==> config.mk <==
export PLATFORM = sky130hd
export DESIGN_NAME = pc_sequencer_flat
export DESIGN_NICKNAME = d
export VERILOG_FILES = /design/src/rtl/pc_sequencer_if.sv /design/src/rtl/pc_sequencer.sv /design/src/flat_wrapper.sv
export SDC_FILE = /design/constraint.sdc
export NUM_CORES = 1
export LEC_CHECK = 0
export CORE_AREA = 2 2 147 149
export DETAILED_ROUTE_END_ITERATION = 7
export DIE_AREA = 0 0 149 151
export GPL_ROUTABILITY_DRIVEN = 0
export PLACE_DENSITY = 0.63
export RECOVER_POWER = 100
export SYNTH_ARGS = -nofsm -noshare
export SYNTH_HDL_FRONTEND = slang
export SYNTH_SLANG_ARGS = --single-unit
==> constraint.sdc <==
create_clock -name clk -period 4.6 [get_ports clk]
set_clock_uncertainty 0.05 [all_clocks]
set_input_delay 0.69 -clock clk [delete_from_list [all_inputs] [get_ports clk]]
set_output_delay 0.69 -clock clk [all_outputs]
set_load 0.1 [all_outputs]
==> src/rtl/pc_sequencer_if.sv <==
// Fetch/decode and run-control bundle between the PC sequencer and the rest of the core.
// The sequencer is the master: it owns the PC, the retire strobe and the status outputs.
interface pc_sequencer_if;
   logic [6:0]  opcode;
   logic [2:0]  funct3;
   logic [31:0] i_imm;
   logic [31:0] b_imm;
   logic [31:0] j_imm;
   logic [31:0] rs1_data;
   logic [31:0] rs2_data;
   logic        la_halt;
   logic        la_step;
   logic        la_run;
   logic        la_pc_load;
   logic [31:0] la_pc_value;
   logic        la_bp_en;
   logic [31:0] la_bp_pc;
   logic        la_clear_fault;
   logic [31:0] pc;
   logic [31:0] pc_plus4;
   logic        retire;
   logic [1:0]  state;
   logic        fault;
   logic [31:0] cycle_count;
   logic [31:0] retire_count;

   modport master (
      input  opcode, funct3, i_imm, b_imm, j_imm, rs1_data, rs2_data,
      input  la_halt, la_step, la_run, la_pc_load, la_pc_value, la_bp_en, la_bp_pc,
      input  la_clear_fault,
      output pc, pc_plus4, retire, state, fault, cycle_count, retire_count
   );

   modport slave (
      output opcode, funct3, i_imm, b_imm, j_imm, rs1_data, rs2_data,
      output la_halt, la_step, la_run, la_pc_load, la_pc_value, la_bp_en, la_bp_pc,
      output la_clear_fault,
      input  pc, pc_plus4, retire, state, fault, cycle_count, retire_count
   );
endinterface

==> src/rtl/pc_sequencer.sv <==
// Program counter, branch resolution and logic-analyzer run control for a single-cycle core.
// retire gates every architectural write; it is combinational from pc and the decode inputs.
module pc_sequencer #(
   parameter logic [31:0] RESET_PC     = 32'h0000_0000,
   parameter int unsigned IMEM_WORDS   = 16,
   parameter bit          START_HALTED = 1'b0
) (
   input logic            clk,
   input logic            rst_n,
   pc_sequencer_if.master bus
);

   typedef enum logic [1:0] {
      StRun   = 2'b00,
      StHalt  = 2'b01,
      StStep  = 2'b10,
      StFault = 2'b11
   } state_e;

   localparam logic [6:0]  OpBranch = 7'b1100011;
   localparam logic [6:0]  OpJal    = 7'b1101111;
   localparam logic [6:0]  OpJalr   = 7'b1100111;
   localparam logic [6:0]  OpSystem = 7'b1110011;
   localparam logic [31:0] PcMask   = (32'(IMEM_WORDS) * 32'd4 - 32'd1) & ~32'h3;
   localparam state_e      ResetSt  = START_HALTED ? StHalt : StRun;

   state_e      state_q, state_d;
   logic [31:0] pc_q, pc_d;
   logic        skip_q, skip_d;
   logic [31:0] cycle_q, retire_q;

   logic [31:0] pc_plus4;
   logic [31:0] jalr_sum;
   logic [31:0] target;
   logic        taken;
   logic        redirect;
   logic        misaligned;
   logic        bp_hit;
   logic        ebreak_hit;
   logic        retire;

   assign pc_plus4 = pc_q + 32'd4;
   assign jalr_sum = bus.rs1_data + bus.i_imm;

   always_comb begin
      taken = 1'b0;
      case (bus.funct3)
         3'b000:  taken = (bus.rs1_data == bus.rs2_data);
         3'b001:  taken = (bus.rs1_data != bus.rs2_data);
         3'b100:  taken = ($signed(bus.rs1_data) < $signed(bus.rs2_data));
         3'b101:  taken = ($signed(bus.rs1_data) >= $signed(bus.rs2_data));
         3'b110:  taken = (bus.rs1_data < bus.rs2_data);
         3'b111:  taken = (bus.rs1_data >= bus.rs2_data);
         default: taken = 1'b0;
      endcase
   end

   always_comb begin
      target   = pc_plus4;
      redirect = 1'b0;
      case (bus.opcode)
         OpBranch: begin
            if (taken) begin
               target   = pc_q + bus.b_imm;
               redirect = 1'b1;
            end
         end
         OpJal: begin
            target   = pc_q + bus.j_imm;
            redirect = 1'b1;
         end
         OpJalr: begin
            target   = jalr_sum & ~32'h1;
            redirect = 1'b1;
         end
         default: ;
      endcase
   end

   assign misaligned = redirect && target[1];
   // The skip flag lets the instruction we stopped on execute once after resuming.
   assign bp_hit     = bus.la_bp_en && (pc_q == bus.la_bp_pc) && !skip_q;
   assign ebreak_hit = (bus.opcode == OpSystem) && (bus.i_imm == 32'd1) && !skip_q;

   always_comb begin
      state_d = state_q;
      pc_d    = pc_q;
      skip_d  = skip_q;
      retire  = 1'b0;
      unique case (state_q)
         StRun: begin
            if (misaligned) begin
               state_d = StFault;
            end else if (bus.la_halt || bp_hit || ebreak_hit) begin
               state_d = StHalt;
            end else begin
               retire = 1'b1;
               pc_d   = target & PcMask;
            end
         end
         StHalt: begin
            if (bus.la_pc_load) begin
               pc_d = bus.la_pc_value & PcMask;
            end else if (bus.la_step) begin
               state_d = StStep;
               skip_d  = 1'b1;
            end else if (bus.la_run) begin
               state_d = StRun;
               skip_d  = 1'b1;
            end
         end
         StStep: begin
            if (misaligned) begin
               state_d = StFault;
            end else begin
               retire  = 1'b1;
               pc_d    = target & PcMask;
               state_d = StHalt;
            end
         end
         StFault: begin
            if (bus.la_clear_fault) begin
               pc_d    = RESET_PC;
               skip_d  = 1'b0;
               state_d = StHalt;
            end
         end
         default: state_d = StFault;
      endcase
      if (retire) skip_d = 1'b0;
   end

   always_ff @(posedge clk or negedge rst_n) begin
      if (!rst_n) begin
         state_q  <= ResetSt;
         pc_q     <= RESET_PC;
         skip_q   <= 1'b0;
         cycle_q  <= 32'd0;
         retire_q <= 32'd0;
      end else begin
         state_q <= state_d;
         pc_q    <= pc_d;
         skip_q  <= skip_d;
         cycle_q <= cycle_q + 32'd1;
         if (retire) retire_q <= retire_q + 32'd1;
      end
   end

   assign bus.pc           = pc_q;
   assign bus.pc_plus4     = pc_plus4;
   assign bus.retire       = retire;
   assign bus.state        = state_q;
   assign bus.fault        = (state_q == StFault);
   assign bus.cycle_count  = cycle_q;
   assign bus.retire_count = retire_q;

endmodule

==> src/flat_wrapper.sv <==
// flat-port wrapper written by rule: the top's interface ports become plain ports
module pc_sequencer_flat 
#(
   parameter logic [31:0] RESET_PC     = 32'h0000_0000,
   parameter int unsigned IMEM_WORDS   = 16,
   parameter bit          START_HALTED = 1'b0
)
  (clk, rst_n, bus_opcode, bus_funct3, bus_i_imm, bus_b_imm, bus_j_imm, bus_rs1_data, bus_rs2_data, bus_la_halt, bus_la_step, bus_la_run, bus_la_pc_load, bus_la_pc_value, bus_la_bp_en, bus_la_bp_pc, bus_la_clear_fault, bus_pc, bus_pc_plus4, bus_retire, bus_state, bus_fault, bus_cycle_count, bus_retire_count);
  pc_sequencer_if bus_i ();
  input logic clk;
  input logic rst_n;
  input wire logic [$bits(bus_i.opcode)-1:0] bus_opcode;
  input wire logic [$bits(bus_i.funct3)-1:0] bus_funct3;
  input wire logic [$bits(bus_i.i_imm)-1:0] bus_i_imm;
  input wire logic [$bits(bus_i.b_imm)-1:0] bus_b_imm;
  input wire logic [$bits(bus_i.j_imm)-1:0] bus_j_imm;
  input wire logic [$bits(bus_i.rs1_data)-1:0] bus_rs1_data;
  input wire logic [$bits(bus_i.rs2_data)-1:0] bus_rs2_data;
  input wire logic [$bits(bus_i.la_halt)-1:0] bus_la_halt;
  input wire logic [$bits(bus_i.la_step)-1:0] bus_la_step;
  input wire logic [$bits(bus_i.la_run)-1:0] bus_la_run;
  input wire logic [$bits(bus_i.la_pc_load)-1:0] bus_la_pc_load;
  input wire logic [$bits(bus_i.la_pc_value)-1:0] bus_la_pc_value;
  input wire logic [$bits(bus_i.la_bp_en)-1:0] bus_la_bp_en;
  input wire logic [$bits(bus_i.la_bp_pc)-1:0] bus_la_bp_pc;
  input wire logic [$bits(bus_i.la_clear_fault)-1:0] bus_la_clear_fault;
  output wire logic [$bits(bus_i.pc)-1:0] bus_pc;
  output wire logic [$bits(bus_i.pc_plus4)-1:0] bus_pc_plus4;
  output wire logic [$bits(bus_i.retire)-1:0] bus_retire;
  output wire logic [$bits(bus_i.state)-1:0] bus_state;
  output wire logic [$bits(bus_i.fault)-1:0] bus_fault;
  output wire logic [$bits(bus_i.cycle_count)-1:0] bus_cycle_count;
  output wire logic [$bits(bus_i.retire_count)-1:0] bus_retire_count;
  assign bus_i.opcode = bus_opcode;
  assign bus_i.funct3 = bus_funct3;
  assign bus_i.i_imm = bus_i_imm;
  assign bus_i.b_imm = bus_b_imm;
  assign bus_i.j_imm = bus_j_imm;
  assign bus_i.rs1_data = bus_rs1_data;
  assign bus_i.rs2_data = bus_rs2_data;
  assign bus_i.la_halt = bus_la_halt;
  assign bus_i.la_step = bus_la_step;
  assign bus_i.la_run = bus_la_run;
  assign bus_i.la_pc_load = bus_la_pc_load;
  assign bus_i.la_pc_value = bus_la_pc_value;
  assign bus_i.la_bp_en = bus_la_bp_en;
  assign bus_i.la_bp_pc = bus_la_bp_pc;
  assign bus_i.la_clear_fault = bus_la_clear_fault;
  assign bus_pc = bus_i.pc;
  assign bus_pc_plus4 = bus_i.pc_plus4;
  assign bus_retire = bus_i.retire;
  assign bus_state = bus_i.state;
  assign bus_fault = bus_i.fault;
  assign bus_cycle_count = bus_i.cycle_count;
  assign bus_retire_count = bus_i.retire_count;
  pc_sequencer #(.RESET_PC(RESET_PC), .IMEM_WORDS(IMEM_WORDS), .START_HALTED(START_HALTED)) u_core (.clk(clk), .rst_n(rst_n), .bus(bus_i));
endmodule
-- Word-level counts from Yosys, hierarchy flattened
Index checks and enable logic that the tools add are counted.
- register bits: 99
- add/sub/neg operators: 6
- order comparisons: 4
- eq/ne operators: 27
- mux-type cells: 29
- reduce and logical (&&, ||, !) cells: 15
- operators with widths (kind ; number):
    $mux W32 ; 5
    $pmux W32 S4 ; 1
    $add A32 B1 Y32 const B ; 2
    $eq A32 B32 Y1 ; 2
    $ge A32 B32 Y1 ; 2
    $lt A32 B32 Y1 ; 2
    $add A32 B3 Y32 const B ; 1
    $eq A32 B1 Y1 const B ; 1
    $ne A32 B32 Y1 ; 1
    $eq A7 B7 Y1 const B ; 4
    $add A6 B6 Y6 ; 3
    $pmux W6 S3 ; 1
    $mux W2 ; 7
    $eq A3 B3 Y1 const B ; 4
    $ne A2 B2 Y1 const B ; 6
    $mux W1 ; 9
    $ne A3 B3 Y1 const B ; 3
    $pmux W2 S4 ; 1
    $reduce_and A4 Y1 ; 2
    $mux W6 ; 1
    $pmux W1 S2 ; 3
    $pmux W1 S6 ; 1
    $logic_and A1 B1 Y1 ; 5
    $reduce_and A5 Y1 ; 1
    other kinds (11) ; 13

-- Logic depth before layout (Yosys ltp)
- word-level depth: 10
- mapped depth: 13
- mapped depth without buffers: 12

-- Worst setup path after synthesis
Ideal clock, no wire load.
- path kind: input to output
- from: input port bus_rs2_data[31]
- to: output port bus_retire
- arrival: 3049 ps
- required time: 3860 ps
- slack: 811 ps
- stages: 11
- path through: inv_1 > ha_1 > nand4_2 > nor3_1 > a221oi_1 > o211ai_1 > or2_2 > a211o_1 > o31ai_4 > inv_4 > buf_6
- longest elaborated chain between the ends: 7
- ends and longest elaborated chain (element ; RTL line ; text):
    from (decl) ; flat_wrapper.sv:18 ; input wire logic [$bits(bus_i.rs2_data)-1:0] bus_rs2_data;
    $ge A32 B32 Y1, or another cell as far along ; pc_sequencer.sv:53 ; 3'b111: taken = (bus.rs1_data >= bus.rs2_data);
    $pmux W1 S6 (*) ; pc_sequencer.sv:47 ; case (bus.funct3)
    $mux W6 or $mux W1 (tied branches) ; pc_sequencer.sv:63 ; if (taken) begin
    $pmux W6 S3 or $pmux W1 S2 (tied branches) ; pc_sequencer.sv:61 ; case (bus.opcode)
    $logic_and A1 B1 Y1 (*) ; pc_sequencer.sv:80 ; assign misaligned = redirect && target[1];
    $mux W1, on equally long branches ; pc_sequencer.sv:113, pc_sequencer.sv:92 ;
    $pmux W1 S2 (*) ; pc_sequencer.sv:90 ; unique case (state_q)
    to (decl) ; flat_wrapper.sv:29 ; output wire logic [$bits(bus_i.retire)-1:0] bus_retire;
Mark *: on every way between the ends. The rest lies on a longest branch, timed or not.

-- Final worst setup path
- from: input port bus_rs2_data[27]
- to: output port bus_retire
The elaborated chain is that of the path after synthesis.

==> out/results.tsv <==
metric	value	unit
end point of the most critical hold path	u_core.bus.retire_count[31]	
pin count of the biggest net entering global routing	46	
ratio of cells with drive above 1 in the final layout	3.61	%
final-layout setup total negative slack	0	ns
Period Utilization, post-route	96.3	%
R2R cell count	11	
Sinks on Clock Net	71	
first-pass GRT wire length	26000	um
critical path fanouts, max	4	
drt total wl	16900	um
Worst setup SP type	input port	
growth of design area from synthesis to finish	51.6	%
vias in the first global route	4845	
critical path capture point type	primary output	
quantity of I/O buffers inserted on ports	236	
Crit Path Class	input port to primary output	
launch point of the worst reg-to-reg path	u_core.bus.pc[5]	
run status	finished, violations left	
worst skew pair latency	0.33	ns
power spent charging and discharging nets	1.71	mW
max incr delay on CP	0.53	ns
hold-fix buffer count after cts	0	
PwrDens	413	nW/um2
number of enable flip-flop cells after synthesis	0	
arrival time of the worst setup path	3.69	ns
ANT nets after route	0	
Least-Margin Pin Slew	2.49	ns
R2R Path End	u_core.bus.retire_count[5]	
initial antenna violation count	0	
Clk network pwr share	23.5	%
overall overflow remaining after global route	0	
final worst path period need	4.43	ns
portion of the post-synthesis area used by sequential elements	32.4	%
mean instance size in the synthesized netlist	8.95	um2
most frequent cells in the layout	sky130_fd_sc_hd__clkdlybuf4s50_1, sky130_fd_sc_hd__dlygate4sd3_1, sky130_fd_sc_hd__dfrtp_1	
Clk Tree Root Cell	sky130_fd_sc_hd__clkbuf_16	
async set-or-reset flop fraction in the synthesized netlist	100	%
clock tree from TritonCTS	built	
vertical die dimension	151	um
routed via count divided by cell count	4.48	
final routed DRC violation total	0	
maximum root-to-sink buffer count	2	
routed length per placed instance	14.9	um
Hold Startpoint	u_core.bus.retire_count[31]	
Min-Delay Path Depth	1	
most frequent standard cell in the layout excluding fill and tap cells	sky130_fd_sc_hd__clkdlybuf4s50_1	
path class of the lowest-slack min-delay path	flop to flop	
yosys warns	0	
total die area	22500	um2
Post-Synthesis Cell Area	5480	um2
iteration count of the initial detailed-routing pass	4	
largest voltage drop on the vdd net	0.000355	V
CTS clock-pin slew for the worst setup and hold paths	0.06	ns
Total Power	3.43	mW
unrepaired setup endpoints after global routing	false	
Row Count	53	
overall global routing resource usage	14.8	%
R2R setup slack	1.52	ns
highest attainable clock frequency	226	MHz
I/O pin cnt	374	
fraction of power spent switching nets	49.7	%
max_cap viols	1	
Unique masters post-synth	59	
Pleak	3.77	nW
detailed placement HPWL	14200	um
failing checks	capacitance limit, slew limit	
number of design-rule violations left by the first detailed-router iteration	136	
Fillers	2095	
post-CTS resize count	0	
share of total power in sequential cells	24.0	%
number of buffers added by the clock tree synthesis step	9	
final setup violating endpoints	0	
Synth Flop Type	sky130_fd_sc_hd__dfrtp_1	
library cell appearing most often on the critical path	sky130_fd_sc_hd__inv_1	
endpoint required time on the critical path	3.86	ns
combinational cell fraction of total power	52.5	%
setup repair bufs after CTS	0	
die width	149	um
Max transition margin	-65.8	%
DR vias	5085	
Synth Instances	612	
final number of max-transition violations	46	
Final Hold Vio Count	0	
CP cell instances	dlygate4sd3_1 -> inv_1 -> ha_1 -> nand4_1 -> nor4_4 -> inv_1 -> a211oi_4 -> o32ai_1 -> a211o_1 -> o31ai_4 -> inv_4 -> buf_12	
initial core utilization	26.3	%
number of antenna repair diodes	0	
number of flip-flops and latches in the synthesized netlist	71	
Final #Nets	1144	
CORE AREA	20800	um2
Clock H-tree levels	3	
Max stage delay cell, worst path	sky130_fd_sc_hd__dlygate4sd3_1	
cell internal pwr	1.73	mW
-- critical path: cells and delay by family --
family | cells | cell delay (ns)
compound gates | 4 | 1.15
fa+ha+maj | 1 | 0.31
buf+inv | 5 | 0.96
simple gates | 2 | 0.56
-- metrics by stage --
stage                     std cells  utilization, %  area [um2]  hold slack (ns)  setup slack, ns
after CTS                      1134            40.0        8320            0.418            0.210
after detailed placement       1118            38.3        7980            0.411            0.212
final                          1134            39.9        8300            0.408            0.169
after global routing           1134            39.9        8300            0.451           0.0183
after global placement         1118            38.3        7980            0.407            0.233
after floorplan                 666               -        5680            0.344            0.811
-- cell families (layout without fill, tap and decap cells) --
group           count (synthesis)  count (layout)  share of synthesized area (%)
xor+xnor                       78              78                           12.5
compound gates                 80              80                           9.80
buf+inv                       119             312                           12.2
other cells                     1              55                         0.0685
simple gates                  210             210                           20.6
mux                             5               5                          0.959
fa+ha+maj                      48              48                           11.4
flops                          71              71                           32.4
-- worst max path at each step --
stage | slack, ns | start | end | cells past startpoint
after floorplan | 0.81 | bus_rs2_data[31] | bus_retire | 11
after global placement | 0.23 | bus_rs2_data[25] | bus_retire | 12
after detailed placement | 0.21 | bus_rs2_data[27] | bus_retire | 12
after CTS | 0.21 | bus_rs2_data[31] | bus_retire | 12
after global routing | 0.02 | bus_rs2_data[27] | bus_retire | 12
final | 0.17 | bus_rs2_data[27] | bus_retire | 12
-- final cells by class --
cell class	count	area, um2	share of cell area [%]
Inverter	53	201	2.43
Clock buffer	9	225	2.71
Tap cell	275	344	4.14
Multi-Input combinational cell	476	3230	38.9
Timing Repair Buffer	243	2410	29.0
Sequential cell	71	1780	21.4
Clock inverter	7	120	1.45
-- registers in the layout (all words and copies together) (netlist names) --
signal,cells
u_core.bus.state,2
u_core.bus.cycle_count,32
u_core.skip_q,1
u_core.bus.pc,4
u_core.bus.retire_count,32
-- routing by layer --
metal | GRT usage, % | vias to the layer above | part of all wire (%)
met5 | 0 | - | 0
li1 | - | 2521 | -
met1 | 20.4 | 2345 | 46
met4 | 3.62 | 0 | 1.7
met2 | 24.0 | 204 | 46
met3 | 2.83 | 15 | 7.0
-- power by group through the flow --
stage / clock network (mW) / logic [mW] / registers, mW
5_1_grt: 0.856 / 1.91 / 0.838
4_1_cts: 0.831 / 1.86 / 0.826
3_3_place_gp: 0 / 1.84 / 0.835
2_1_floorplan: 0 / 0.987 / 1.20
3_5_place_dp: 0 / 1.85 / 0.837
6_report: 0.807 / 1.80 / 0.823
-- synthesized netlist by cell type, types with 9 or more instances --
| library cell | count | area [um2] |
|---|---|---|
| sky130_fd_sc_hd__and3_1 | 14 | 87.6 |
| sky130_fd_sc_hd__nor3_1 | 15 | 75.1 |
| sky130_fd_sc_hd__nand3_1 | 28 | 140 |
| sky130_fd_sc_hd__o21ai_0 | 10 | 50.1 |
| sky130_fd_sc_hd__nand4_1 | 28 | 175 |
| sky130_fd_sc_hd__dfrtp_1 | 71 | 1780 |
| sky130_fd_sc_hd__nor2_1 | 27 | 101 |
| sky130_fd_sc_hd__a21oi_1 | 32 | 160 |
| sky130_fd_sc_hd__buf_4 | 55 | 413 |
| sky130_fd_sc_hd__ha_1 | 45 | 563 |
| sky130_fd_sc_hd__nor4_1 | 22 | 138 |
| sky130_fd_sc_hd__clkbuf_1 | 9 | 33.8 |
| sky130_fd_sc_hd__xnor2_1 | 51 | 447 |
| sky130_fd_sc_hd__xor2_1 | 27 | 236 |
| sky130_fd_sc_hd__nand2_1 | 45 | 169 |
| sky130_fd_sc_hd__inv_1 | 52 | 195 |
Power figures use the tool's default switching activity.
